`src/rtl/plb_update_stage.sv`:
```
// -----------------------------------------------------------------------------
// plb_update_pkg / plb_update_stage
//
// Purpose: one pipeline stage of the page-table walker. It holds a single
// transaction. If the walk has completed, the translation missed the PLB, and
// the format is clean, the stage writes a valid entry into the PLB (tag = spa)
// before it forwards the transaction. All other transactions bypass the PLB.
// A failed PLB write is only advisory: the transaction is forwarded with
// plb_hit left at 0. A flush drops the held transaction. If a PLB write has
// already been granted, the flush waits for that write's response first.
//
// Ports:
//   clk_i, rst_i            clock, synchronous active-high reset
//   stage_slave_*           upstream valid/ready/data handshake
//   stage_master_*          downstream valid/ready/data handshake
//   stage_ctrl_flush        flush request (mptw_flush_ctrl_e encoding)
//   stage_status_flushed    flush progress (mptw_flush_status_e encoding)
//   plb_master_mem_*        PLB write port (req/gnt, then valid/error)
//   plb_update_count        saturating count of successful PLB fills
// -----------------------------------------------------------------------------
package plb_update_pkg;

    typedef enum logic [1:0] {
        NO_ERROR     = 2'd0,
        ERR_ALIGN    = 2'd1,
        ERR_RESERVED = 2'd2,
        ERR_PERM     = 2'd3
    } mptw_format_error_e;

    // Encodings 2 and 3 are unassigned; the stage treats them as "no flush".
    typedef enum logic [1:0] {
        MPT_NO_FLUSH = 2'd0,
        MPT_FLUSH    = 2'd1
    } mptw_flush_ctrl_e;

    typedef enum logic [1:0] {
        MPT_FLUSHED_NONE      = 2'd0,
        MPT_FLUSHED_ONGOING   = 2'd1,
        MPT_FLUSHED_COMPLETED = 2'd2
    } mptw_flush_status_e;

    typedef struct packed {
        logic [15:0]        id;
        logic [55:0]        spa;
        mptw_format_error_e format_error;
        logic               plb_hit;
        logic               completed;
        logic               valid;
    } mptw_transaction_t;

endpackage

module plb_update_stage
    import plb_update_pkg::*;
#(
    parameter int PIPELINE_DATA_WIDTH = $bits(mptw_transaction_t),
    parameter int PLB_DATA_WIDTH      = 64,
    parameter int PLB_ADDR_WIDTH      = 64
) (
    input  logic                                  clk_i,
    input  logic                                  rst_i,

    input  logic                                  stage_slave_valid,
    output logic                                  stage_slave_ready,
    input  logic [PIPELINE_DATA_WIDTH-1:0]        stage_slave_data,

    output logic                                  stage_master_valid,
    input  logic                                  stage_master_ready,
    output logic [PIPELINE_DATA_WIDTH-1:0]        stage_master_data,

    input  logic [$bits(mptw_flush_ctrl_e)-1:0]   stage_ctrl_flush,
    output logic [$bits(mptw_flush_status_e)-1:0] stage_status_flushed,

    output logic                                  plb_master_mem_req,
    input  logic                                  plb_master_mem_gnt,
    input  logic                                  plb_master_mem_valid,
    output logic [PLB_ADDR_WIDTH-1:0]             plb_master_mem_addr,
    output logic [PLB_DATA_WIDTH-1:0]             plb_master_mem_wdata,
    output logic                                  plb_master_mem_we,
    output logic [PLB_DATA_WIDTH/8-1:0]           plb_master_mem_be,
    input  logic [PLB_DATA_WIDTH-1:0]             plb_master_mem_rdata,
    input  logic                                  plb_master_mem_error,

    output logic [15:0]                           plb_update_count
);

    typedef enum logic [1:0] {
        S_IDLE,
        S_REQ,
        S_RESP,
        S_OUT
    } state_e;

    state_e             state_q, state_d;
    mptw_transaction_t  hold_q, hold_d;
    logic               fill_ok_q, fill_ok_d;   // PLB write for the held txn succeeded
    logic               drain_q, drain_d;       // a flush arrived after the grant; drop on response
    logic [15:0]        count_q, count_d;
    mptw_flush_status_e status_q, status_d;

    mptw_transaction_t  slave_txn;
    mptw_transaction_t  out_txn;
    logic               flush;
    logic               fill_now;
    logic [15:0]        count_inc;

    // The read-data bus of the PLB port carries nothing for writes.
    logic               unused_rdata;
    assign unused_rdata = ^plb_master_mem_rdata;

    assign slave_txn = stage_slave_data[$bits(mptw_transaction_t)-1:0];
    assign flush     = (stage_ctrl_flush == MPT_FLUSH);
    assign fill_now  = slave_txn.valid && slave_txn.completed &&
                       !slave_txn.plb_hit && (slave_txn.format_error == NO_ERROR);
    assign count_inc = (count_q == 16'hFFFF) ? count_q : count_q + 16'd1;

    // NOTE: every variable written here gets a default first, so no path can
    // leave one unassigned and infer a latch.
    always_comb begin
        state_d   = state_q;
        hold_d    = hold_q;
        fill_ok_d = fill_ok_q;
        drain_d   = drain_q;
        count_d   = count_q;
        status_d  = MPT_FLUSHED_NONE;

        case (state_q)
            S_IDLE: begin
                if (flush) begin
                    status_d = MPT_FLUSHED_COMPLETED;
                end else if (stage_slave_valid) begin
                    hold_d    = slave_txn;
                    fill_ok_d = 1'b0;
                    drain_d   = 1'b0;
                    state_d   = fill_now ? S_REQ : S_OUT;
                end
            end

            S_REQ: begin
                if (plb_master_mem_gnt) begin
                    if (plb_master_mem_valid) begin
                        // Grant and response in the same cycle skip RESP.
                        fill_ok_d = !plb_master_mem_error;
                        if (!plb_master_mem_error) count_d = count_inc;
                        if (flush) begin
                            state_d  = S_IDLE;
                            status_d = MPT_FLUSHED_COMPLETED;
                        end else begin
                            state_d  = S_OUT;
                        end
                    end else begin
                        state_d = S_RESP;
                        if (flush) begin
                            drain_d  = 1'b1;
                            status_d = MPT_FLUSHED_ONGOING;
                        end
                    end
                end else if (flush) begin
                    // Not granted yet, so the request can simply be withdrawn.
                    state_d  = S_IDLE;
                    status_d = MPT_FLUSHED_COMPLETED;
                end
            end

            S_RESP: begin
                if (flush) drain_d = 1'b1;
                if (plb_master_mem_valid) begin
                    fill_ok_d = !plb_master_mem_error;
                    if (!plb_master_mem_error) count_d = count_inc;
                    if (drain_q || flush) begin
                        state_d  = S_IDLE;
                        status_d = MPT_FLUSHED_COMPLETED;
                    end else begin
                        state_d  = S_OUT;
                    end
                end else if (drain_q || flush) begin
                    status_d = MPT_FLUSHED_ONGOING;
                end
            end

            S_OUT: begin
                if (flush) begin
                    state_d  = S_IDLE;
                    status_d = MPT_FLUSHED_COMPLETED;
                end else if (stage_master_ready) begin
                    state_d  = S_IDLE;
                end
            end

            default: state_d = S_IDLE;
        endcase
    end

    // NOTE: state is updated with non-blocking assignments, so every register
    // samples the values from before the edge, whatever order the statements
    // are in.
    always_ff @(posedge clk_i) begin
        if (rst_i) begin
            state_q   <= S_IDLE;
            hold_q    <= '0;
            fill_ok_q <= 1'b0;
            drain_q   <= 1'b0;
            count_q   <= 16'd0;
            status_q  <= MPT_FLUSHED_NONE;
        end else begin
            state_q   <= state_d;
            hold_q    <= hold_d;
            fill_ok_q <= fill_ok_d;
            drain_q   <= drain_d;
            count_q   <= count_d;
            status_q  <= status_d;
        end
    end

    always_comb begin
        out_txn         = hold_q;
        out_txn.plb_hit = hold_q.plb_hit | fill_ok_q;
    end

    assign stage_slave_ready    = (state_q == S_IDLE) && !flush;
    assign stage_master_valid   = (state_q == S_OUT);
    assign stage_master_data    = PIPELINE_DATA_WIDTH'(out_txn);
    assign stage_status_flushed = status_q;

    assign plb_master_mem_req   = (state_q == S_REQ);
    assign plb_master_mem_addr  = PLB_ADDR_WIDTH'(hold_q.spa);
    assign plb_master_mem_wdata = PLB_DATA_WIDTH'(1);
    assign plb_master_mem_we    = plb_master_mem_req;
    assign plb_master_mem_be    = '1;

    assign plb_update_count     = count_q;

endmodule

```
`config.mk`:
```
export PLATFORM = sky130hd
export DESIGN_NAME = plb_update_stage
export DESIGN_NICKNAME = d
export VERILOG_FILES = /design/src/rtl/plb_update_stage.sv
export SDC_FILE = /design/constraint.sdc
export NUM_CORES = 1
export LEC_CHECK = 0
export ABC_AREA = 1
export CAP_MARGIN = 30
export CORE_AREA = 2 2 150 152
export CTS_BUF_LIST = sky130_fd_sc_hd__clkbuf_8
export DETAILED_ROUTE_END_ITERATION = 8
export DIE_AREA = 0 0 152 154
export GPL_TIMING_DRIVEN = 0
export PLACE_DENSITY = 0.66
export RECOVER_POWER = 100
export SYNTH_ARGS = -nofsm -noshare
export SYNTH_HDL_FRONTEND = slang
export SYNTH_SLANG_ARGS = --single-unit
```
`constraint.sdc`:
```
create_clock -name clk_i -period 1.62 [get_ports clk_i]
set_input_delay 0.243 -clock clk_i [delete_from_list [all_inputs] [get_ports clk_i]]
set_output_delay 0.243 -clock clk_i [all_outputs]
set_load 0.02 [all_outputs]
```
# Yosys cells after proc, flatten, opt, wreduce, memory -nomap -nowiden
# Cells that the tools add are included.
# totals
regBits,99
in_bits,150
output_inout_bits,235
# classes
n_addsub,1
n_eq_ne,12
n_mux,34
n_bitwise,2
reduce_logical,18
# ops
cell,n
$mux 16,4
$mux 2,16
$pmux 16 s2,1
$add 16x1->16 const B,1
$eq 16x16->1 const B,1
$reduce_and 5->1,2
$mux 1,9
$ne 2x2->1 const B,4
$pmux 2 s4,1
$ne 3x1->1 const B,2
$pmux 1 s3,2
$pmux 2 s3,1
$eq 2x1->1 const B,2
$eq 2x2->1 const B,2
$logic_and 1x1->1,4
$logic_not 2->1,2
$reduce_and 4->1,1
$logic_not 1->1,3
$reduce_and 3->1,1
$reduce_bool 3->1,1
$ne 2x1->1 const B,1
$reduce_and 2->1,1
$reduce_bool 2->1,1
$reduce_or 2->1,1
other kinds (3),3

# Logic depth before layout (Yosys ltp)
# logic_depth
word_depth,7
mapped_depth,12
mapped_depth_nobuf,11

# Least setup slack after synthesis
# Ideal clock, no wire load.
# synth_path
path_kind,register to register
startpoint,register state_q[1]
endpoint,register count_q[5] (netlist: plb_update_count[5])
t_arrival_ns,1.635
path_slack_ns,-0.140
stages_incl_launch_ff,13
n_path_buf,1
path_cell_list,dfxtp_1 > inv_1 > ha_1 > inv_2 > nand2_2 > nand2_2 > nor2_4 > inv_2 > nor2_4 > buf_12 > nand3_2 > nand2_1 > nor2_2
# synth_between
elab_chain_cells,3
word_cells_on_any_way,6
# synth_lines
item,line,source
"start, declared",94,"state_e state_q, state_d;"
"start signal, assigned",206,state_q <= state_d;
$eq 2x1->1 (*),-,
named net plb_master_mem_req,74,"output logic plb_master_mem_req,"
$ne 2x1->1 (no source line) or $reduce_bool 2->1 (tied branches),-,
$reduce_and 2->1 (no source line),-,
"end signal, assigned",210,count_q <= count_d;
"end, declared",98,"logic [15:0] count_q, count_d;"
# The timed path passes the listed nets; every way through them passes the cells marked *.
# A chain may end at the register's enable or synchronous reset.

# Final worst setup path
# layout_path
startpoint,register state_q[1]
endpoint,output plb_master_mem_req
# layout_between
elab_chain_cells,1
# layout_lines
item,line,source
$eq 2x1->1,225,assign plb_master_mem_req = (state_q == S_REQ);
"end, declared",74,
# Every way passes these cells.

==> out/results.ini <==
[outcome]
outcome=finished with violations
violations=setup timing

[drt]
vias=5961
routed_wl_um=18900
drc_errors=0
drt.antenna.violating_nets=0
drt_first_iter_violations=175
drtPass1Iterations=4
wl_per_cell_um=12.9
viasPerCell=4.08

[timing]
finalSetupTns_ns=-0.178
setup_viol=13
fmax_mhz=594
min_period_over_period_pct=104
final_hold_viol_count=0
skew_ns=0.0151
whs_ns=0.240
post-route-min-period_ns=1.68
tightest_slew_ns=0.776
fin_ws_ns=-0.0630
slew_headroom_pct=48.2
slew_violations=0
rsz0062_at_grt=yes

[place]
placed_area_um2=9090
io_buffers=238
gp_congestion=0.805
dpl_worst_slack_ns=-0.652
hpwl_um=14200

[critical_path]
cpPeakStageDelay_ns=0.40
crit_path_start_kind=flip-flop
cp.arrival_ns=1.44
crit_start=state_q[1]
rr_endpoint=plb_update_count[5]
critPathCapture=plb_master_mem_req
end_kind=output port
crit_type=flip-flop to output port
cp.depth=5
critPathTopFamily=buffers and inverters
crit_buf_inv=4
cp_cell_sequence=clkinv_4, buf_6, ha_4, buf_4, buf_2
cp_data_required_time_ns=1.38
crit_fanout=5
worstReg2RegStart=state_q[1]
slowest_stage=dfxtp_4
rr_worst_depth=12
worst-r2r-setup-slack_ns=-0.02

[grt]
grt_overflow=0
antenna_found_initial=1
grt_first_pass_wirelength_um=28700
grt_pass1_vias=5413
grt_max_degree=19
grt.total_usage_pct=15.2

[floorplan]
coreArea_um2=21700
boundaryPins=385
fp-row-count=54
die_width_um=152
die_area_um2=23400
initial_core_util_pct=27.9
die-height_um=154

[yosys]
yosysWarnings=0
synthTopCellsByArea=dfxtp_1, buf_4, nand2_1
synth.avg_cell_area_um2=7.36
ys_ff_latch=99
synth_cell_type_count=32
netlist_instances=823
synth-seq-area-share_pct=32.7
yosysTopAreaCell=dfxtp_1
synth_edf_count=0
synth.top_cell.area_share_pct=32.7
synth_area_um2=6050
async_flop_share_pct=0
synth-main-ff-cell=dfxtp_1

[pwr]
power_uw=10600
power_density_nw_per_um2=1050
p_leak_uw=0.00506
peakVddDrop_uv=573

[job]
cap_violations=0

[cts]
clock-sinks=99
clk_pin_slew_ns=0.11
cts_buffer_depth=2
cts_root_buf=clkbuf_8
clock_latency_ns=0.38
cts_max_level=3
cts_tree=done
cts_made_buffers=9

[cells_and_area]
areaGrowthSynthToFinish_pct=66.6
drive_gt1_share_pct=36.8
final_nets=1334
fin_area_um2=10100
layout_common_cells=dlygate4sd2_1, buf_4, clkbuf_4
layout_commonest_cell=dlygate4sd2_1

[min_path]
hold_class=input pin to flip-flop

metal layers:
metal	GRT usage [%]	part of all wire (%)	up-vias
met4	4.90	1.4	0
met5	0	0	-
met3	3.61	6.4	18
met2	26.4	50	221
li1	-	-	3036
met1	18.5	42	2686
report_power, final:
part	internal (uW)	total [uW]	leakage, uW	switching, uW
clock	587	1580	0.0000925	994
combinational	2910	5830	0.00416	2920
sequential	2810	3150	0.000809	342
cell type report:
| class | instances | area, um2 |
|---|---|---|
| Clock inverter | 7 | 58.8 |
| Sequential cell | 99 | 1990 |
| Buffer | 251 | 1910 |
| Inverter | 50 | 195 |
| Antenna cell | 1 | 2.50 |
| Clock buffer | 9 | 124 |
| Timing Repair Buffer | 263 | 2530 |
| Fill cell | 2193 | 11600 |
| Multi-Input combinational cell | 502 | 2920 |
| Tap cell | 280 | 350 |
per-stage QoR:
step	cells	util, %
3_3_place_gp	1419	41.9
2_1_floorplan	901	-
3_5_place_dp	1419	41.9
4_1_cts	1452	43.2
6_report	1462	46.5
5_1_grt	1462	46.5
cell families (layout without fill, tap and decap cells):
kind of cell,Yosys count,in the layout,synth area share (%)
flops,99,99,32.7
compound gates,94,94,7.96
xor+xnor,2,2,0.289
buf+inv,301,580,32.7
fa+ha+maj,8,8,1.65
simple gates,317,318,24.5
other cells,2,81,0.124
sequential cells by signal (all words and copies together) (netlist names):
| name | count |
|---|---|
| drain_q | 1 |
| fill_ok_q | 1 |
| hold_q | 1 |
| plb_master_mem_addr | 56 |
| plb_update_count | 16 |
| stage_master_data | 20 |
| stage_status_flushed | 2 |
| state_q | 2 |
synthesized netlist by cell type (2+ instances only):
master / number
ha_1: 8
inv_1: 44
buf_1: 2
or2_2: 2
nand2_2: 5
nand2_1: 139
nand3_1: 99
nor2_4: 5
nor2_2: 10
clkbuf_1: 14
buf_2: 17
a21oi_1: 83
conb_1: 2
nand3_2: 9
dfxtp_1: 99
o21ai_0: 7
nor2_1: 40
buf_4: 217
inv_2: 5
xor2_1: 2
nor3_1: 3
tightest hold or removal path, delay by kind of cell:
kind	cells	cell delay [ns]
buffers and inverters	1	0.16
and+or+nand+nor	3	0.18
worst min-delay path by stage:
stage	start	endpoint	slack [ns]	cells past startpoint
detailed placement	hold_q[2]	hold_q[2]	0.45	2
CTS	plb_master_mem_valid	plb_update_count[4]	0.22	4
global placement	stage_master_data[71]	stage_master_data[71]	0.45	2
finish	plb_master_mem_valid	plb_update_count[0]	0.24	4
global route	plb_master_mem_valid	plb_update_count[0]	0.24	4
floorplan	stage_slave_data[5]	plb_master_mem_addr[0]	0.41	2
repair_timing:
item | in CTS | in global routing
endpoints found under the setup margin | 247 | 97
gates cloned | 1 | 6
setup buffers | 16 | 4
pin swaps | 12 | 34
gates resized for setup | 221 | 156
hold buffers | 0 | 0
Note: power is estimated with default switching activity, not from simulation.
